## config.mk

```make
export PLATFORM = sky130hd
export DESIGN_NAME = dmem_arbiter_flat
export DESIGN_NICKNAME = d
export VERILOG_FILES = /design/src/rtl/dmem_arbiter_if.sv /design/src/rtl/dmem_arbiter.sv /design/src/flat_wrapper.sv
export SDC_FILE = /design/constraint.sdc
export NUM_CORES = 1
export LEC_CHECK = 0
export ABC_CLOCK_PERIOD_IN_PS = 1800
export CORE_MARGIN = 10
export CORE_UTILIZATION = 29
export CTS_CLUSTER_DIAMETER = 150
export DETAILED_ROUTE_END_ITERATION = 8
export GPL_ROUTABILITY_DRIVEN = 0
export PLACE_DENSITY = 0.88
export SETUP_SLACK_MARGIN = 0.5
export SLEW_MARGIN = 10
export SYNTH_ARGS = -nofsm -noshare
export SYNTH_HDL_FRONTEND = slang
export SYNTH_SLANG_ARGS = --single-unit
```

## constraint.sdc

```tcl
create_clock -name clk -period 1.8 [get_ports clk]
set_clock_uncertainty 0.2 [all_clocks]
set_input_delay 0.27 -clock clk [delete_from_list [all_inputs] [get_ports clk]]
set_output_delay 0.27 -clock clk [all_outputs]
set_load 0.01 [all_outputs]
```

## src/rtl/dmem_arbiter_if.sv

```systemverilog
// Bundle of CPU, DMA and DMem-side signals around the data-memory arbiter.
// The slave modport is the arbiter's view; master is the requesters/memory side.
interface dmem_arbiter_if #(
    parameter int AWIDTH = 14,
    parameter int DWIDTH = 32
);
    logic              cpu_req;
    logic [3:0]        cpu_we;
    logic [AWIDTH-1:0] cpu_addr;
    logic [DWIDTH-1:0] cpu_din;
    logic              cpu_stall;
    logic              cpu_rvalid;
    logic [DWIDTH-1:0] cpu_dout;

    logic              dma_req;
    logic [3:0]        dma_we;
    logic [AWIDTH-1:0] dma_addr;
    logic [DWIDTH-1:0] dma_din;
    logic              dma_gnt;
    logic              dma_rvalid;
    logic [DWIDTH-1:0] dma_dout;

    logic              dmem_en;
    logic [3:0]        dmem_we;
    logic [AWIDTH-1:0] dmem_addr;
    logic [DWIDTH-1:0] dmem_din;
    logic [DWIDTH-1:0] dmem_dout;

    modport slave (
        input  cpu_req, cpu_we, cpu_addr, cpu_din,
        input  dma_req, dma_we, dma_addr, dma_din,
        input  dmem_dout,
        output cpu_stall, cpu_rvalid, cpu_dout,
        output dma_gnt, dma_rvalid, dma_dout,
        output dmem_en, dmem_we, dmem_addr, dmem_din
    );

    modport master (
        output cpu_req, cpu_we, cpu_addr, cpu_din,
        output dma_req, dma_we, dma_addr, dma_din,
        output dmem_dout,
        input  cpu_stall, cpu_rvalid, cpu_dout,
        input  dma_gnt, dma_rvalid, dma_dout,
        input  dmem_en, dmem_we, dmem_addr, dmem_din
    );
endinterface

```

## src/rtl/dmem_arbiter.sv

```systemverilog
// Single-port DMem arbiter between CPU memory stage and DMA engine: CPU priority,
// DMA forced after DMA_MAX_WAIT denied cycles, read data routed back with hold registers.
module dmem_arbiter #(
    parameter int AWIDTH       = 14,
    parameter int DWIDTH       = 32,
    parameter int DMA_MAX_WAIT = 4
) (
    input  logic           clk,
    input  logic           rst,
    dmem_arbiter_if.slave  bus_io
);
    localparam logic [3:0] MAX_WAIT = 4'(DMA_MAX_WAIT);

    logic [3:0]        wait_q, wait_d;
    logic              rd_pend_q, rd_pend_d;
    logic              rd_owner_q, rd_owner_d;
    logic [DWIDTH-1:0] cpu_hold_q, cpu_hold_d;
    logic [DWIDTH-1:0] dma_hold_q, dma_hold_d;

    logic              cpu_grant, dma_grant;
    logic              cpu_rvalid, dma_rvalid;

    always_comb begin
        dma_grant = ~rst & bus_io.dma_req & (~bus_io.cpu_req | (wait_q == MAX_WAIT));
        cpu_grant = ~rst & bus_io.cpu_req & ~dma_grant;

        // rvalid is suppressed while reset is held, even for a read granted last cycle
        cpu_rvalid = ~rst & rd_pend_q & ~rd_owner_q;
        dma_rvalid = ~rst & rd_pend_q & rd_owner_q;

        if (bus_io.dma_req & ~dma_grant)
            wait_d = (wait_q == MAX_WAIT) ? MAX_WAIT : wait_q + 4'd1;
        else
            wait_d = 4'd0;

        rd_pend_d  = (cpu_grant & (bus_io.cpu_we == 4'd0)) |
                     (dma_grant & (bus_io.dma_we == 4'd0));
        rd_owner_d = dma_grant;

        cpu_hold_d = cpu_rvalid ? bus_io.dmem_dout : cpu_hold_q;
        dma_hold_d = dma_rvalid ? bus_io.dmem_dout : dma_hold_q;
    end

    always_ff @(posedge clk) begin
        if (rst) begin
            wait_q     <= 4'd0;
            rd_pend_q  <= 1'b0;
            rd_owner_q <= 1'b0;
            cpu_hold_q <= '0;
            dma_hold_q <= '0;
        end else begin
            wait_q     <= wait_d;
            rd_pend_q  <= rd_pend_d;
            rd_owner_q <= rd_owner_d;
            cpu_hold_q <= cpu_hold_d;
            dma_hold_q <= dma_hold_d;
        end
    end

    assign bus_io.cpu_stall  = bus_io.cpu_req & ~cpu_grant & ~rst;
    assign bus_io.dma_gnt    = dma_grant;
    assign bus_io.cpu_rvalid = cpu_rvalid;
    assign bus_io.dma_rvalid = dma_rvalid;
    assign bus_io.cpu_dout   = rst ? '0 : (cpu_rvalid ? bus_io.dmem_dout : cpu_hold_q);
    assign bus_io.dma_dout   = rst ? '0 : (dma_rvalid ? bus_io.dmem_dout : dma_hold_q);

    always_comb begin
        bus_io.dmem_en   = cpu_grant | dma_grant;
        bus_io.dmem_we   = 4'd0;
        bus_io.dmem_addr = '0;
        bus_io.dmem_din  = '0;
        if (dma_grant) begin
            bus_io.dmem_we   = bus_io.dma_we;
            bus_io.dmem_addr = bus_io.dma_addr;
            bus_io.dmem_din  = bus_io.dma_din;
        end else if (cpu_grant) begin
            bus_io.dmem_we   = bus_io.cpu_we;
            bus_io.dmem_addr = bus_io.cpu_addr;
            bus_io.dmem_din  = bus_io.cpu_din;
        end
    end
endmodule

```

## src/flat_wrapper.sv

```systemverilog
// flat-port wrapper written by rule: the top's interface ports become plain ports
module dmem_arbiter_flat 
#(
    parameter int AWIDTH       = 14,
    parameter int DWIDTH       = 32,
    parameter int DMA_MAX_WAIT = 4
)
  (clk, rst, bus_io_cpu_req, bus_io_cpu_we, bus_io_cpu_addr, bus_io_cpu_din, bus_io_dma_req, bus_io_dma_we, bus_io_dma_addr, bus_io_dma_din, bus_io_dmem_dout, bus_io_cpu_stall, bus_io_cpu_rvalid, bus_io_cpu_dout, bus_io_dma_gnt, bus_io_dma_rvalid, bus_io_dma_dout, bus_io_dmem_en, bus_io_dmem_we, bus_io_dmem_addr, bus_io_dmem_din);
  dmem_arbiter_if #(.AWIDTH(AWIDTH), .DWIDTH(DWIDTH)) bus_io_i ();
  input  logic clk;
  input  logic rst;
  input wire logic [$bits(bus_io_i.cpu_req)-1:0] bus_io_cpu_req;
  input wire logic [$bits(bus_io_i.cpu_we)-1:0] bus_io_cpu_we;
  input wire logic [$bits(bus_io_i.cpu_addr)-1:0] bus_io_cpu_addr;
  input wire logic [$bits(bus_io_i.cpu_din)-1:0] bus_io_cpu_din;
  input wire logic [$bits(bus_io_i.dma_req)-1:0] bus_io_dma_req;
  input wire logic [$bits(bus_io_i.dma_we)-1:0] bus_io_dma_we;
  input wire logic [$bits(bus_io_i.dma_addr)-1:0] bus_io_dma_addr;
  input wire logic [$bits(bus_io_i.dma_din)-1:0] bus_io_dma_din;
  input wire logic [$bits(bus_io_i.dmem_dout)-1:0] bus_io_dmem_dout;
  output wire logic [$bits(bus_io_i.cpu_stall)-1:0] bus_io_cpu_stall;
  output wire logic [$bits(bus_io_i.cpu_rvalid)-1:0] bus_io_cpu_rvalid;
  output wire logic [$bits(bus_io_i.cpu_dout)-1:0] bus_io_cpu_dout;
  output wire logic [$bits(bus_io_i.dma_gnt)-1:0] bus_io_dma_gnt;
  output wire logic [$bits(bus_io_i.dma_rvalid)-1:0] bus_io_dma_rvalid;
  output wire logic [$bits(bus_io_i.dma_dout)-1:0] bus_io_dma_dout;
  output wire logic [$bits(bus_io_i.dmem_en)-1:0] bus_io_dmem_en;
  output wire logic [$bits(bus_io_i.dmem_we)-1:0] bus_io_dmem_we;
  output wire logic [$bits(bus_io_i.dmem_addr)-1:0] bus_io_dmem_addr;
  output wire logic [$bits(bus_io_i.dmem_din)-1:0] bus_io_dmem_din;
  assign bus_io_i.cpu_req = bus_io_cpu_req;
  assign bus_io_i.cpu_we = bus_io_cpu_we;
  assign bus_io_i.cpu_addr = bus_io_cpu_addr;
  assign bus_io_i.cpu_din = bus_io_cpu_din;
  assign bus_io_i.dma_req = bus_io_dma_req;
  assign bus_io_i.dma_we = bus_io_dma_we;
  assign bus_io_i.dma_addr = bus_io_dma_addr;
  assign bus_io_i.dma_din = bus_io_dma_din;
  assign bus_io_i.dmem_dout = bus_io_dmem_dout;
  assign bus_io_cpu_stall = bus_io_i.cpu_stall;
  assign bus_io_cpu_rvalid = bus_io_i.cpu_rvalid;
  assign bus_io_cpu_dout = bus_io_i.cpu_dout;
  assign bus_io_dma_gnt = bus_io_i.dma_gnt;
  assign bus_io_dma_rvalid = bus_io_i.dma_rvalid;
  assign bus_io_dma_dout = bus_io_i.dma_dout;
  assign bus_io_dmem_en = bus_io_i.dmem_en;
  assign bus_io_dmem_we = bus_io_i.dmem_we;
  assign bus_io_dmem_addr = bus_io_i.dmem_addr;
  assign bus_io_dmem_din = bus_io_i.dmem_din;
  dmem_arbiter #(.AWIDTH(AWIDTH), .DWIDTH(DWIDTH), .DMA_MAX_WAIT(DMA_MAX_WAIT)) u_core (.clk(clk), .rst(rst), .bus_io(bus_io_i));
endmodule
```

==> impl_metrics.csv, run 1 <==
group,metric,value,unit
status,status,"finished with violations",
status,violations,"setup timing",
global_routing,antenna_found_initial,0,
global_routing,grt_usage,0.249,
placement,dp_cells,762,
min_path,hold_class,"in -> reg",
logic_synthesis,synth.mux.area_fraction,0,
logic_synthesis,synth-simple-area-share,0.243,
global_routing,grt_util_met3,0.0826,
drt,avgViaCountPerCell,5.15,
logic_synthesis,synth_area_per_cell,8.16,um2
power_and_ir_drop,power.switching,1.08,mW
global_routing,grt_use_met1,0.220,
logic_synthesis,async_reset_ff_frac,0,
cts,root_buffer,"clkbuf_8",
logic_synthesis,synth_edf_count,0,
critical_path,ff2ff_path_depth,10,
logic_synthesis,synth_ff_type,"dfxtp_1",
layout,fillers,488,
layout,area_growth,189,%
critical_path,end_kind,"output pin",
timing,setup_viol,120,
timing,worst_pin_slew,0.393,ns
timing,period_needed,2.35,ns
timing,post-route-period-util,1.30,
placement,place_hpwl,13000,um
power_and_ir_drop,p_seq_frac,0.412,
logic_synthesis,synth.distinct_cells,26,
critical_path,path_class,"reg -> out",
layout,finalInstanceArea,8780,um2
run,cap_violations,0,
die,die_x,122,um
power_and_ir_drop,p_sw_frac,0.283,
critical_path,cp_max_fo,5,
drt,post_drt_wl_per_cell,25.9,um
die,ios,255,
power_and_ir_drop,combPwrFrac,0.232,
placement,place_area,6410,um2
cts,cts_buffers,9,
drt,num_vias,4574,
die,coreArea,10300,um2
drt,wirelength,23000,um
logic_synthesis,syn_area,3030,um2
logic_synthesis,seq_area_frac_synth,0.462,
logic_synthesis,synth_fp_nets,510,
layout,final_nets,885,
die,core.rowCount,37,
timing,relSlewSlack,0.738,
critical_path,startpoint_type,"flop",
cts,cts_tree,"built",
global_routing,grt_overflow,0,
drt,ant_nets,0,
global_routing,grt_pass1_vias,4800,
timing,worst_hold_slack,0.0563,ns
drt,drt_iter0_drc,273,
layout,drive_above_1_share,0.605,
cts,htree_levels,3,
timing,slew_violations,0,
timing,hold_viol,0,
logic_synthesis,synth_top_family_by_area,"simple AND/OR/NAND/NOR gates",
cts,cts_hold_buf,0,
layout,stdcell_count,889,
cts,clkLatencyLatePin,0.35,ns
cts,clockBufferDepth,2,
cts,clkTransAtPathRegs,0.08,ns
drt,drc_errors,0,
die,fp.dieH,122,um
power_and_ir_drop,p_leak,4.01,nW
timing,finalWorstSetupSlack,-0.547,ns
logic_synthesis,ys_warn_count,0,
logic_synthesis,netlist_instances,372,
logic_synthesis,synthXorXnorAreaFrac,0.00577,
critical_path,cp.arrival,1.88,ns
power_and_ir_drop,power_frac_clock,0.357,
cts,clkSinkCount,70,
die,start_util,0.295,
global_routing,busiest_layer,"met2",
power_and_ir_drop,p_int,2.73,mW
logic_synthesis,synth_adder_area_share,0.00825,
global_routing,grt_pass1_wl,28400,um
power_and_ir_drop,power,3.80,mW
critical_path,cp.required,1.33,ns
logic_synthesis,synth-seq-cells,70,
timing,rsz0062_at_grt,"true",
min_path,min_path_cells,3,
placement,port_buffers,254,
power_and_ir_drop,p_per_area,433,nW/um2
power_and_ir_drop,irDropWorstVdd,0.317,mV
die,die_area,15000,um2
drt,drt-pass1-iter-count,5,
logic_synthesis,synth_compound_area_frac,0.210,
global_routing,grt_use_met2,0.497,
global_routing,grt_start_max_net_pins,31,
timing,fmax,426,MHz
[worst paths after layout]
path	from	endpoint	slack, ns
hold reg to reg	u_core.cpu_hold_q[24]	u_core.cpu_hold_q[24]	0.27
hold / removal	bus_io_cpu_req	u_core.rd_owner_q	0.06
setup reg to reg	u_core.rd_owner_q	u_core.dma_hold_q[12]	-0.04
setup / recovery	u_core.rd_owner_q	bus_io_cpu_dout[20]	-0.55
[logic make-up (layout without fill, tap and decap cells)]
kind of cell,after synthesis,count (layout)
adder cells (fa/ha/maj),2,2
other,0,1
XOR/XNOR,2,2
buffers and inverters,37,417
AND/OR/NAND/NOR,175,175
AO/OA/AOI/OAI,86,86
flip-flops,70,70
[cell usage after synthesis, drive strengths merged (2+ instances only)]
cell type / count / area [um2]
nor3: 4 / 20.0
nor4: 2 / 12.5
o21ai: 32 / 160
nor2: 2 / 7.51
dfxtp: 70 / 1400
buf: 21 / 154
inv: 6 / 22.5
ha: 2 / 25.0
a22o: 51 / 447
a21oi: 2 / 21.3
nand3b: 2 / 27.5
nand2: 129 / 484
clkbuf: 10 / 38.8
nand3: 33 / 165
[flip-flops by register name (all words and copies together), names as in the netlist]
register / count
u_core.wait_q: 4
u_core.cpu_hold_q: 32
u_core.rd_pend_q: 1
u_core.rd_owner_q: 1
u_core.dma_hold_q: 32
[metal layers]
layer	routed length, um	vias to the layer above
met5	0	-
met4	1010	0
met3	1650	69
met2	13000	259
met1	7360	2210
li1	-	2036
[placed cells by master (no fill, tap or decap), types with 2 or more instances in the layout]
cell type          n
clkbuf_8           9
inv_6              2
buf_6            143
buf_4             26
nor3_2             3
dfxtp_2            4
nand2_2           38
buf_8             11
nand3_4           14
clkdlybuf4s50_1  132
buf_2             43
a22o_1            50
o21ai_2           10
dfxtp_1           66
o21ai_4           22
clkdlybuf4s15_2    2
buf_16            16
inv_1              2
nand3_1            4
nand3_2           15
nand2_1           34
clkbuf_16          4
inv_2              3
clkinvlp_4         3
nand2_4           57
nor4_1             2
buf_12            18
[cell type report]
type                            count  area, um2  area share
Clock buffer                       10        128      0.0145
Timing Repair Buffer              395       4430       0.504
Multi-Input combinational cell    265       2550       0.290
Clock inverter                      6       70.1     0.00798
Tap cell                          136        170      0.0194
Antenna cell                        1       2.50    0.000285
Inverter                            6       25.0     0.00285
Sequential cell                    70       1410       0.160
[critical path: stages (launching register included)]
cell and delay, ns:
dfxtp_2 0.35, nor3b_4 0.26, buf_4 0.17, buf_12 0.14, buf_12 0.11, buf_12 0.12, buf_6 0.10, nand2_4 0.05
o21ai_4 0.08, buf_6 0.14
[metrics by stage]
step                 util  setup slack [ns]  TNS [ns]
finish              0.855            -0.547    -52.35
global placement    0.623            -0.849    -95.16
global route        0.854            -0.580    -58.27
CTS                 0.756            -0.465    -43.79
floorplan               -            0.0199         0
detailed placement  0.623            -0.887   -101.52
[power groups by stage]
stage	clock [mW]	combinational (mW)	sequential, mW
floorplan	0	0.221	1.60
global placement	0	0.752	1.60
detailed placement	0	0.767	1.60
CTS	1.31	0.793	1.56
global route	1.42	0.912	1.57
finish	1.36	0.880	1.56
[timing repair]
item                       CTS  global route
setup endpoints to repair  184           186
pin swaps                   25            49
cloned                      16             5
buffers inserted            52            37
resized for setup          682           121
No activity file was read; power rests on OpenSTA's default activity.
==> run 2, diff against run 1 <==
CTS_CLUSTER_DIAMETER = unset   (was 150)
==> results of run 2 <==
Final layout, timing and power as in run 1 (identical DEF).
